==> src/rtl/seq_det_scheduler.sv <==
// seq_det_scheduler
//   Round-robin scheduler sharing one bit-serial Moore "101" detector among
//   NREQ requesters. The granted word is shifted MSB-first through the
//   detector, one bit per clock, and the overlapping match count is reported
//   together with the requester index.
//
// Ports
//   clk        rising-edge clock
//   rst        synchronous active-high reset
//   req        per-requester request level (sampled only in IDLE)
//   data       requester i's word is data[i*WIDTH +: WIDTH]
//   gnt        one-hot, single-cycle grant pulse (cycle after the grant edge)
//   busy       high whenever the controller is not IDLE
//   done       single-cycle result-valid pulse (REPORT cycle)
//   done_id    index of the requester whose word finished
//   match_cnt  number of "101" matches in the finished word
module seq_det_scheduler #(
   parameter int NREQ  = 2,
   parameter int WIDTH = 8,
   parameter int IDW   = $clog2(NREQ),
   parameter int CW    = $clog2(WIDTH)
) (
   input  logic                    clk,
   input  logic                    rst,
   input  logic [NREQ-1:0]         req,
   input  logic [NREQ*WIDTH-1:0]   data,
   output logic [NREQ-1:0]         gnt,
   output logic                    busy,
   output logic                    done,
   output logic [IDW-1:0]          done_id,
   output logic [CW-1:0]           match_cnt
);

   localparam int          BW = $clog2(WIDTH);
   localparam int unsigned NR = NREQ;

   typedef enum logic [1:0] {IDLE, SHIFT, REPORT} state_t;
   typedef enum logic [1:0] {S0, S1, S10, S101} det_t;

   state_t            state, state_nxt;
   det_t              det, det_nxt;
   logic [WIDTH-1:0]  shreg;
   logic [WIDTH-1:0]  win_data;
   logic [BW-1:0]     bitcnt;
   logic [IDW-1:0]    last_id;
   logic [IDW-1:0]    win_id;
   logic              any_req;
   logic              last_bit;
   logic              found;
   int unsigned       idx;

   assign any_req  = |req;
   assign last_bit = (bitcnt == BW'(WIDTH-1));
   assign busy     = (state != IDLE);
   assign done     = (state == REPORT);

   // Controller state register
   always_ff @(posedge clk) begin
      if (rst) state <= IDLE;
      else     state <= state_nxt;
   end

   // Controller next-state logic
   always_comb begin
      state_nxt = state;
      unique case (state)
         IDLE:    if (any_req)  state_nxt = SHIFT;
         SHIFT:   if (last_bit) state_nxt = REPORT;
         REPORT:  state_nxt = IDLE;
         default: state_nxt = IDLE;
      endcase
   end

   // Round-robin pick: scan from last_id+1 upward, wrapping once.
   always_comb begin
      win_id = last_id;
      found  = 1'b0;
      idx    = 0;
      for (int unsigned k = 0; k < NR; k++) begin
         idx = 32'(last_id) + 32'd1 + k;
         if (idx >= NR) idx = idx - NR;
         if (!found && req[idx]) begin
            found  = 1'b1;
            win_id = IDW'(idx);
         end
      end
   end

   always_comb begin
      win_data = '0;
      for (int unsigned i = 0; i < NR; i++) begin
         if (win_id == IDW'(i)) win_data = data[i*WIDTH +: WIDTH];
      end
   end

   // Detector next state for the bit currently at the MSB of the shift register
   always_comb begin
      det_nxt = det;
      unique case (det)
         S0:      det_nxt = shreg[WIDTH-1] ? S1   : S0;
         S1:      det_nxt = shreg[WIDTH-1] ? S1   : S10;
         S10:     det_nxt = shreg[WIDTH-1] ? S101 : S0;
         S101:    det_nxt = shreg[WIDTH-1] ? S1   : S10;
         default: det_nxt = S0;
      endcase
   end

   // Datapath: grant capture, shifting, detector state and match counting.
   // match_cnt is the live counter; it is cleared only at a grant, so it
   // holds the finished word's count from REPORT until the next grant.
   always_ff @(posedge clk) begin
      if (rst) begin
         gnt       <= '0;
         shreg     <= '0;
         bitcnt    <= '0;
         match_cnt <= '0;
         done_id   <= '0;
         last_id   <= IDW'(NREQ-1);
         det       <= S0;
      end else begin
         gnt <= '0;
         unique case (state)
            IDLE: begin
               if (any_req) begin
                  gnt       <= NREQ'(1) << win_id;
                  shreg     <= win_data;
                  bitcnt    <= '0;
                  match_cnt <= '0;
                  det       <= S0;
                  done_id   <= win_id;
                  last_id   <= win_id;
               end
            end
            SHIFT: begin
               det    <= det_nxt;
               shreg  <= {shreg[WIDTH-2:0], 1'b0};
               bitcnt <= bitcnt + BW'(1);
               if (det_nxt == S101) match_cnt <= match_cnt + CW'(1);
            end
            default: ;
         endcase
      end
   end

endmodule

==> config.mk <==
export PLATFORM = sky130hd
export DESIGN_NAME = seq_det_scheduler
export DESIGN_NICKNAME = d
export VERILOG_FILES = /design/src/rtl/seq_det_scheduler.sv
export SDC_FILE = /design/constraint.sdc
export NUM_CORES = 1
export LEC_CHECK = 0
export ABC_AREA = 1
export CAP_MARGIN = 10
export CORE_MARGIN = 1.5
export CORE_UTILIZATION = 50
export CTS_BUF_LIST = sky130_fd_sc_hd__clkbuf_8
export DETAILED_ROUTE_END_ITERATION = 16
export GPL_TIMING_DRIVEN = 0
export PLACE_DENSITY_LB_ADDON = 0.05
export SETUP_SLACK_MARGIN = 0.5
export SLEW_MARGIN = 20
export SYNTH_ARGS = -nofsm -noshare
export SYNTH_HDL_FRONTEND = slang
export SYNTH_SLANG_ARGS = --single-unit
export TNS_END_PERCENT = 5
==> constraint.sdc <==
create_clock -name clk -period 1.4 [get_ports clk]
set_input_delay 0.14 -clock clk [delete_from_list [all_inputs] [get_ports clk]]
set_output_delay 0.14 -clock clk [all_outputs]
set_load 0.03 [all_outputs]
# After elaboration in Yosys (flattened, before gate mapping)
# Index checks and enable logic that the tools add are counted.
totals:
  ram_bits: 0
  output_inout_bits: 8
  word_cells: 69
  ff_bits: 22
  mem_bits_ro: 0
  latch_bits: 0
  mem_count: 0
op_classes:
  addsub: 6
  n_shift: 1
  order_cmp: 4
  mux: 25
  multipliers: 0
  n_bitwise: 2
  reduce_logical: 13
  div_mod_pow: 0
  eq_ne: 10
op_table:
  columns: ["operator", "count"]
  rows:
  - ["$lt A32 B2 Y1 const B", 2]
  - ["$mux W32", 2]
  - ["$ge A32 B2 Y1 const B", 1]
  - ["$sub A32 B2 Y32 const B", 1]
  - ["$mux W8", 2]
  - ["$pmux W8 S2", 1]
  - ["$pmux W3 S2", 2]
  - ["$mux W2", 5]
  - ["$eq A2 B2 Y1 const B", 4]
  - ["$mux W1", 8]
  - ["$pmux W2 S2", 2]
  - ["$add A3 B1 Y3 const B", 2]
  - ["$mux W3", 2]
  - ["$ne A2 B2 Y1 const B", 3]
  - ["$pmux W2 S3", 1]
  - ["$reduce_and A2 Y1", 3]
  - ["$eq A2 B1 Y1 const B", 2]
  - ["$logic_not A2 Y1", 2]
  - ["$reduce_bool A2 Y1", 2]
  - ["$reduce_or A2 Y1", 2]
  - ["$sub A3 B2 Y4 const B", 1]
  - ["$add A2 B1 Y3 const B", 1]
  - ["$eq A3 B3 Y1 const B", 1]
  - ["$ge A3 B2 Y1 const B", 1]
  - ["other kinds (7)", 8]

# Depth between registers and ports, before layout
# Gate-level depths: netlist of run 1.
depth:
  ltp_word: 12
  ltp_mapped: 8

# Least setup slack after synthesis of run 1
# Ideal clock, no wire load.
synth_timing:
  kind: "reg2reg"
  from: "register state[1]"
  to: "register shreg[1]"
  path_buffers: 1
  path_stages_with_launch: 9
  arrival_time_ns: 1.006
  slack_ns: 0.267
  setup_ns: 0.128
  required_time_ns: 1.272
  path_cell_list: "dfxtp_1 inv_2 nand2_2 nor2_4 buf_6 nand2_1 nor2_1 nor2_1 nor2_1"
synth_via:
  elab_chain_len: 3
synth_rtl:
  columns: ["item", "line", "text"]
  rows:
  - ["start, declared", "40", "state_t state, state_nxt;"]
  - ["start signal, assigned", "60", "else state <= state_nxt;"]
  - ["$eq A2 B1 Y1 / $logic_not A2 Y1 (equally long branches)", "122", "unique case (state)"]
  - ["$reduce_bool A2 Y1 (no line) / $ne A2 B2 Y1 (equally long branches)", null, null]
  - ["$reduce_and A2 Y1 (no line)", null, null]
  - ["end signal, assigned", "126", "shreg <= win_data;"]
  - ["end signal, assigned", "136", "shreg <= {shreg[WIDTH-2:0], 1'b0};"]
  - ["end, declared", "42", "logic [WIDTH-1:0] shreg;"]
# Several ways; a longest one is shown, not always the timed one.
# A chain may end at the register's enable or synchronous reset.

# Worst setup path in the final report of run 1
layout_timing:
  from: "register state[1]"
  to: "output port done"
layout_via:
  elab_chain_len: 1
layout_rtl:
  columns: ["item", "line", "text"]
  rows:
  - ["$eq A2 B2 Y1", "55", "assign done = (state == REPORT);"]
  - ["end, declared", "29", "output logic done,"]
# Every way passes these cells.

==> impl_metrics.xml, run 1 <==
<?xml version="1.0" encoding="UTF-8"?>
<metrics>
  <group name="pwr">
    <metric name="irDropWorstVdd" unit="uV">608</metric>
    <metric name="power.density_cell_area" unit="nW/um2">927</metric>
    <metric name="leakage" unit="uW">0.000731</metric>
  </group>
  <group name="logic_synthesis">
    <metric name="ys.flop_type" unit="">sky130_fd_sc_hd__dfxtp_1</metric>
    <metric name="leading_post_synthesis_cells_by_cell_area" unit="">sky130_fd_sc_hd__dfxtp_1, sky130_fd_sc_hd__nand2_1, sky130_fd_sc_hd__nor2_1, sky130_fd_sc_hd__nand3_1, sky130_fd_sc_hd__inv_1</metric>
    <metric name="syn_avg_cell_area" unit="um2">6.63</metric>
    <metric name="synth.largest_area_cell" unit="">sky130_fd_sc_hd__dfxtp_1</metric>
    <metric name="yosys.cell_types.count" unit="">21</metric>
    <metric name="synthTopCellsByCount" unit="">sky130_fd_sc_hd__nand2_1, sky130_fd_sc_hd__nor2_1, sky130_fd_sc_hd__dfxtp_1</metric>
    <metric name="synthArstFlopShare" unit="">0</metric>
    <metric name="synthCells" unit="">172</metric>
    <metric name="count_of_flip_flops_with_a_built_in_enable_after_synthesis" unit="">0</metric>
    <metric name="synth_seq_cells" unit="">22</metric>
    <metric name="yosysTopAreaCellShare" unit="">0.386</metric>
    <metric name="yosysWarningCount" unit="">0</metric>
    <metric name="synth_nets" unit="">195</metric>
    <metric name="synth.most_common_cell" unit="">sky130_fd_sc_hd__nand2_1</metric>
    <metric name="netlist_area" unit="um2">1140</metric>
    <metric name="yosysSeqAreaShare" unit="">0.386</metric>
  </group>
  <group name="clock_tree">
    <metric name="cts-htree-levels" unit="">1</metric>
    <metric name="clock-root-buffer" unit="">sky130_fd_sc_hd__clkbuf_8</metric>
    <metric name="cts.clk_slew.worst_paths" unit="ps">70</metric>
    <metric name="worstSkewPairLatency" unit="ps">260</metric>
    <metric name="cts-buffers-inserted" unit="">3</metric>
    <metric name="cts_hold_fix_bufs" unit="">0</metric>
    <metric name="clk_path_buf_depth" unit="">2</metric>
    <metric name="numClockSinks" unit="">22</metric>
    <metric name="tritoncts" unit="">built</metric>
  </group>
  <group name="final_layout">
    <metric name="area.sequential" unit="um2">450</metric>
    <metric name="layout-drive-gt1-share" unit="">0.180</metric>
    <metric name="final_nets" unit="">231</metric>
    <metric name="area_growth_syn_to_layout" unit="%">37.8</metric>
    <metric name="insertedDiodeCount" unit="">0</metric>
    <metric name="n_fill_cell" unit="">196</metric>
    <metric name="multiInputGateArea" unit="um2">637</metric>
    <metric name="layout.cells.non_filler" unit="">234</metric>
  </group>
  <group name="global_routing">
    <metric name="maximum_number_of_pins_on_one_net_before_global_route_repair" unit="">12</metric>
    <metric name="grt_pass1_wl" unit="um">4310</metric>
    <metric name="first_global_vias" unit="">1034</metric>
    <metric name="grt_antenna_before_repair" unit="">0</metric>
    <metric name="grt_overflow" unit="">0</metric>
    <metric name="globalRouteTotalUtil" unit="">0.222</metric>
  </group>
  <group name="routing">
    <metric name="drc" unit="">0</metric>
    <metric name="drtAntennaViolNets" unit="">0</metric>
    <metric name="drt_iter0_drc" unit="">12</metric>
    <metric name="drt_wl_total" unit="um">2640</metric>
    <metric name="drt_pass1_iterations" unit="">4</metric>
    <metric name="vias_per_cell" unit="">4.88</metric>
    <metric name="vias" unit="">1141</metric>
    <metric name="detail_route.wl_per_cell" unit="um">11.3</metric>
  </group>
  <group name="setup_path">
    <metric name="critPathRequiredTime" unit="ps">1260</metric>
    <metric name="timing.critical_path.fanout_max" unit="">3</metric>
    <metric name="crit_arrival" unit="ps">1000</metric>
    <metric name="setup.worst_path.start_class" unit="">flip-flop</metric>
    <metric name="timing_worst_setup_path_type" unit="">reg -&gt; out</metric>
    <metric name="worstSetupEndpointType" unit="">output port</metric>
  </group>
  <group name="sta">
    <metric name="hold_violations" unit="">0</metric>
    <metric name="fmaxAchievable" unit="MHz">876</metric>
    <metric name="rsz_0062_raised_after_global_routing" unit="">yes</metric>
    <metric name="finalWorstSetupSlack" unit="ps">259</metric>
    <metric name="clock-skew-final" unit="ps">3.11</metric>
    <metric name="maxSlewViolCount" unit="">0</metric>
    <metric name="period_minus_slack" unit="ps">1140</metric>
    <metric name="setup_viol_count_final" unit="">0</metric>
    <metric name="period_share" unit="">0.815</metric>
    <metric name="worst_pin_slew" unit="ps">490</metric>
    <metric name="max_slew_margin" unit="">0.674</metric>
    <metric name="hold-worst-slack" unit="ps">246</metric>
  </group>
  <group name="die">
    <metric name="floorplan.die.width" unit="um">50.8</metric>
    <metric name="placeable_core_region" unit="um2">2190</metric>
    <metric name="die_h" unit="um">50.8</metric>
    <metric name="ioPinCount" unit="">28</metric>
    <metric name="initial_core_util" unit="">0.521</metric>
    <metric name="die_area" unit="um2">2580</metric>
    <metric name="rows" unit="">17</metric>
  </group>
  <group name="placed_design">
    <metric name="preCtsSetupSlack" unit="ps">-44.3</metric>
    <metric name="finalWeightedCongestion" unit="">0.729</metric>
    <metric name="placed_cells" unit="">226</metric>
    <metric name="io_buffer_count" unit="">26</metric>
    <metric name="hpwl" unit="um">1870</metric>
  </group>
  <group name="flow_run">
    <metric name="drv.max_cap_violation_count" unit="">0</metric>
  </group>
  <group name="worst_hold_path">
    <metric name="timing.hold.worst.class" unit="">in -&gt; reg</metric>
  </group>
  <group name="status">
    <metric name="run_status" unit="">complete, no violations</metric>
  </group>
</metrics>
-- worst max-delay path, cell delays in order (launching register included) --
cell and delay, ps:
sky130_fd_sc_hd__dfxtp_4 390, sky130_fd_sc_hd__inv_2 70, sky130_fd_sc_hd__nor2_1 110, sky130_fd_sc_hd__buf_4 180
-- logic make-up (layout without fill, tap and decap cells) --
family	count (synthesis)	count (layout)	synth area share
buffers and inverters	24	58	0.0954
flip-flops	22	22	0.386
XOR/XNOR	1	1	0.00768
AND/OR/NAND/NOR	106	106	0.401
adder cells (fa/ha/maj)	3	3	0.0329
AO/OA/AOI/OAI	16	16	0.0768
-- through the flow --
step                       util  TNS [ps]  cell area, um2  total power (uW)
final                     0.718         0            1570              1460
after global routing      0.718         0            1570              1540
after CTS                 0.690         0            1510              1440
after detailed placement  0.660      -239            1450              1050
after global placement    0.660     -90.0            1450              1040
after floorplan               -         0            1150               934
-- layout by cell type (no fill, tap or decap), types with 4 or more instances in the layout --
master,netlist,routed
sky130_fd_sc_hd__nand2_1,43,40
sky130_fd_sc_hd__nor2_1,35,31
sky130_fd_sc_hd__nand3_1,18,18
sky130_fd_sc_hd__dfxtp_1,22,18
sky130_fd_sc_hd__inv_1,17,16
sky130_fd_sc_hd__clkdlybuf4s50_1,0,16
sky130_fd_sc_hd__a21oi_1,10,10
sky130_fd_sc_hd__buf_4,1,5
sky130_fd_sc_hd__buf_6,2,4
sky130_fd_sc_hd__nor2_2,1,4
-- area by class of cell --
cell class                 count  share of cell area
clock buffer                   3              0.0263
tap                           28              0.0223
timing repair buffer          31               0.187
multi-input combinational    126               0.405
buffer                         5              0.0263
sequential                    22               0.286
inverter                      19              0.0469
-- power by group --
| part | leakage, uW | switching [uW] | internal, uW |
|---|---|---|---|
| clock | 0.0000216 | 189 | 192 |
| sequential | 0.000183 | 32.6 | 669 |
| combinational | 0.000526 | 209 | 167 |
-- worst paths after layout --
path,from,endpoint,slack [ps],cells after the start
hold reg to reg,done_id,done_id,470,2
setup / recovery,state[1],done,260,3
setup reg to reg,state[0],shreg[3],280,7
hold / removal,rst,shreg[2],250,2
-- state kept, by name, indices dropped and copies added, names as in the netlist --
| signal | count |
|---|---|
| bitcnt | 3 |
| det | 2 |
| done_id | 1 |
| gnt | 2 |
| last_id | 1 |
| match_cnt | 3 |
| shreg | 8 |
| state | 2 |
-- metal layers --
layer	up-vias	wire length, um	track usage
li1	606	-	-
met1	502	1160	0.257
met2	25	1320	0.399
met3	8	89	0.0268
met4	0	70	0.113
met5	-	0	0
-- timing repair --
action	CTS	global route
endpoints found under the hold margin	0	0
pin swaps	4	4
setup buffers	1	1
gates resized for setup	34	14
cloned	2	1
setup endpoints to repair	30	30
No activity file was read; power rests on OpenSTA's default activity.
==> run 2: changes to the inputs <==
--- a/config.mk
+++ b/config.mk
@@ -8,7 +8,7 @@
 export ABC_AREA = 1
 export CAP_MARGIN = 10
 export CORE_MARGIN = 1.5
-export CORE_UTILIZATION = 50
+export CORE_UTILIZATION = 45
 export CTS_BUF_LIST = sky130_fd_sc_hd__clkbuf_8
 export DETAILED_ROUTE_END_ITERATION = 16
 export GPL_TIMING_DRIVEN = 0
==> constraint.sdc (replaced) <==
create_clock -name clk -period 0.95 [get_ports clk]
set_input_delay 0.095 -clock clk [delete_from_list [all_inputs] [get_ports clk]]
set_output_delay 0.095 -clock clk [all_outputs]
set_load 0.03 [all_outputs]
==> run 2 against run 1 <==
  * The run now ends with setup timing left
  * Final area up 3.7%
  * First-iteration DRC count up 83%
  * Sequential share of layout area down 0.78 points
  * Via count up 0.96%
  * Sequential power up 48%
  * Count of clock-buffer cells in the layout unchanged
  * Register-to-register slack worse by 470 ps
  * Global-route usage down 1.8 points
  * Setup slack worse by 450 ps
  * Largest power group unchanged
==> impl_metrics.xml, run 2 (synthesized netlist as in run 1, its figures left out) <==
<?xml version="1.0" encoding="UTF-8"?>
<metrics>
  <group name="sta">
    <metric name="maxSlewViolCount" unit="">0</metric>
    <metric name="rsz_0062_raised_after_global_routing" unit="">yes</metric>
    <metric name="period_minus_slack" unit="ps">1140</metric>
    <metric name="clock-skew-final" unit="ps">2.34</metric>
    <metric name="worst_pin_slew" unit="ps">554</metric>
    <metric name="hold_violations" unit="">0</metric>
    <metric name="fmaxAchievable" unit="MHz">878</metric>
    <metric name="setup_viol_count_final" unit="">23</metric>
    <metric name="setup_total_negative_slack" unit="ps">-3150</metric>
    <metric name="period_share" unit="">1.20</metric>
    <metric name="finalWorstSetupSlack" unit="ps">-189</metric>
    <metric name="max_slew_margin" unit="">0.631</metric>
    <metric name="hold-worst-slack" unit="ps">207</metric>
  </group>
  <group name="flow_run">
    <metric name="drv.max_cap_violation_count" unit="">0</metric>
  </group>
  <group name="global_routing">
    <metric name="grt_pass1_wl" unit="um">4190</metric>
    <metric name="grt_antenna_before_repair" unit="">0</metric>
    <metric name="maximum_number_of_pins_on_one_net_before_global_route_repair" unit="">12</metric>
    <metric name="first_global_vias" unit="">1000</metric>
    <metric name="globalRouteTotalUtil" unit="">0.205</metric>
    <metric name="grt_overflow" unit="">0</metric>
  </group>
  <group name="final_layout">
    <metric name="utilization" unit="">0.670</metric>
    <metric name="mostFrequentLayoutCell" unit="">sky130_fd_sc_hd__nand2_1</metric>
    <metric name="max_reg_flops" unit="">8</metric>
    <metric name="area_growth_syn_to_layout" unit="%">42.9</metric>
    <metric name="max_flop_register" unit="">shreg</metric>
    <metric name="insertedDiodeCount" unit="">0</metric>
    <metric name="final_cell_mix" unit="">sky130_fd_sc_hd__nand2_1, sky130_fd_sc_hd__nor2_1, sky130_fd_sc_hd__nand3_1, sky130_fd_sc_hd__inv_1, sky130_fd_sc_hd__clkdlybuf4s50_1</metric>
    <metric name="reg.largest.list" unit="">shreg: 8 flops, bitcnt: 3 flops, match_cnt: 3 flops</metric>
    <metric name="design_area" unit="um2">1630</metric>
    <metric name="layout-drive-gt1-share" unit="">0.257</metric>
    <metric name="final_nets" unit="">231</metric>
    <metric name="n_fill_cell" unit="">217</metric>
  </group>
  <group name="setup_path">
    <metric name="crit_arrival" unit="ps">1320</metric>
    <metric name="critPathRequiredTime" unit="ps">1130</metric>
    <metric name="worstSetupEndpointType" unit="">flip-flop</metric>
    <metric name="setup.worst_path.start_class" unit="">flip-flop</metric>
    <metric name="timing_worst_setup_path_type" unit="">reg -&gt; reg</metric>
    <metric name="timing.critical_path.fanout_max" unit="">6</metric>
  </group>
  <group name="die">
    <metric name="placeable_core_region" unit="um2">2430</metric>
    <metric name="ioPinCount" unit="">28</metric>
    <metric name="die_h" unit="um">53.4</metric>
    <metric name="initial_core_util" unit="">0.469</metric>
    <metric name="rows" unit="">18</metric>
    <metric name="die_area" unit="um2">2850</metric>
    <metric name="floorplan.die.width" unit="um">53.4</metric>
  </group>
  <group name="placed_design">
    <metric name="finalWeightedCongestion" unit="">0.758</metric>
    <metric name="hpwl" unit="um">1920</metric>
    <metric name="placement.cell_area" unit="um2">1450</metric>
    <metric name="io_buffer_count" unit="">26</metric>
  </group>
  <group name="status">
    <metric name="run_status" unit="">finished with violations</metric>
    <metric name="failed_checks" unit="">setup timing</metric>
  </group>
  <group name="routing">
    <metric name="vias" unit="">1152</metric>
    <metric name="drc" unit="">0</metric>
    <metric name="detail_route.wl_per_cell" unit="um">11.5</metric>
    <metric name="drt_pass1_iterations" unit="">4</metric>
    <metric name="drtAntennaViolNets" unit="">0</metric>
    <metric name="vias_per_cell" unit="">4.88</metric>
    <metric name="drt_wl_total" unit="um">2720</metric>
    <metric name="drt_iter0_drc" unit="">22</metric>
  </group>
  <group name="clock_tree">
    <metric name="cts_hold_fix_bufs" unit="">0</metric>
    <metric name="cts.clk_slew.worst_paths" unit="ps">70</metric>
    <metric name="clock-root-buffer" unit="">sky130_fd_sc_hd__clkbuf_8</metric>
    <metric name="tritoncts" unit="">built</metric>
    <metric name="cts-htree-levels" unit="">1</metric>
    <metric name="clk_path_buf_depth" unit="">2</metric>
    <metric name="numClockSinks" unit="">22</metric>
    <metric name="cts-buffers-inserted" unit="">3</metric>
    <metric name="worstSkewPairLatency" unit="ps">260</metric>
  </group>
  <group name="pwr">
    <metric name="power.density_cell_area" unit="nW/um2">1340</metric>
    <metric name="irDropWorstVdd" unit="uV">733</metric>
    <metric name="leakage" unit="uW">0.000749</metric>
  </group>
  <group name="worst_hold_path">
    <metric name="timing.hold.worst.class" unit="">in -&gt; reg</metric>
  </group>
</metrics>
-- run 2: changes by cell type in the layout (fill, tap and decap cells not counted), sizes merged --
cell,previous run,this run
buf,10,16
dlymetal6s2s,0,1
clkdlybuf4s15,5,0
dlygate4sd2,3,1
-- run 2: path summary, 6_finish.rpt --
| check | from | endpoint | slack [ps] | depth (start not counted) |
|---|---|---|---|---|
| hold reg to reg | bitcnt[0] | bitcnt[0] | 450 | 1 |
| setup / recovery | state[0] | det[1] | -190 | 7 |
| hold / removal | rst | shreg[3] | 210 | 2 |
| setup reg to reg | state[0] | det[1] | -190 | 7 |
-- run 2: per-layer routing --
layer	up-vias	wire [um]	global-route usage
li1	611	-	-
met3	2	56	0.0339
met5	-	0	0
met2	21	1410	0.354
met1	518	1240	0.244
met4	0	17	0.0897
-- run 2: repair_timing --
| item | 4_1_cts | 5_1_grt |
|---|---|---|
| pin swaps | 6 | 12 |
| setup endpoints to repair | 30 | 30 |
| endpoints found under the hold margin | 0 | 0 |
| cloned | 1 | 0 |
| setup buffers | 1 | 3 |
| resized for setup | 70 | 19 |
-- run 2: power by group --
| part | switching, uW | leakage [uW] | total (uW) | internal [uW] |
|---|---|---|---|---|
| sequential | 50.5 | 0.000184 | 1040 | 988 |
| clock | 278 | 0.0000216 | 560 | 282 |
| combinational | 321 | 0.000544 | 590 | 270 |
| total | 649 | 0.000749 | 2190 | 1540 |
-- run 2: worst max-delay path, stage by stage, from the launching register on --
cell,delay (ps)
sky130_fd_sc_hd__dfxtp_4,380
sky130_fd_sc_hd__inv_4,50
sky130_fd_sc_hd__nand2_4,70
sky130_fd_sc_hd__nor2_4,50
sky130_fd_sc_hd__buf_12,120
sky130_fd_sc_hd__nor2_4,170
sky130_fd_sc_hd__nand2_1,80
sky130_fd_sc_hd__a21oi_1,130
-- run 2: area by class of cell --
type	instances	area (um2)	area share
Inverter	19	76.3	0.0468
Buffer	5	41.3	0.0253
Sequential cell	22	454	0.279
Tap cell	30	37.5	0.0230
Clock buffer	3	41.3	0.0253
Timing Repair Buffer	31	318	0.195
Multi-Input combinational cell	126	662	0.406
-- run 2: stage by stage --
stage | power (uW) | setup slack, ps | instances
floorplan | 1380 | -85.1 | 172
global placement | 1540 | -481 | 228
detailed placement | 1560 | -508 | 228
CTS | 2140 | -177 | 233
global route | 2320 | -273 | 236
finish | 2190 | -189 | 236
==> run 3: changes to the inputs <==
--- a/config.mk
+++ b/config.mk
@@ -10,6 +10,7 @@
 export CORE_MARGIN = 1.5
 export CORE_UTILIZATION = 45
 export CTS_BUF_LIST = sky130_fd_sc_hd__clkbuf_8
+export CTS_CLUSTER_DIAMETER = 120
 export DETAILED_ROUTE_END_ITERATION = 16
 export GPL_TIMING_DRIVEN = 0
 export PLACE_DENSITY_LB_ADDON = 0.05
==> results of run 3 <==
Final layout, timing and power as in run 2 (identical DEF).
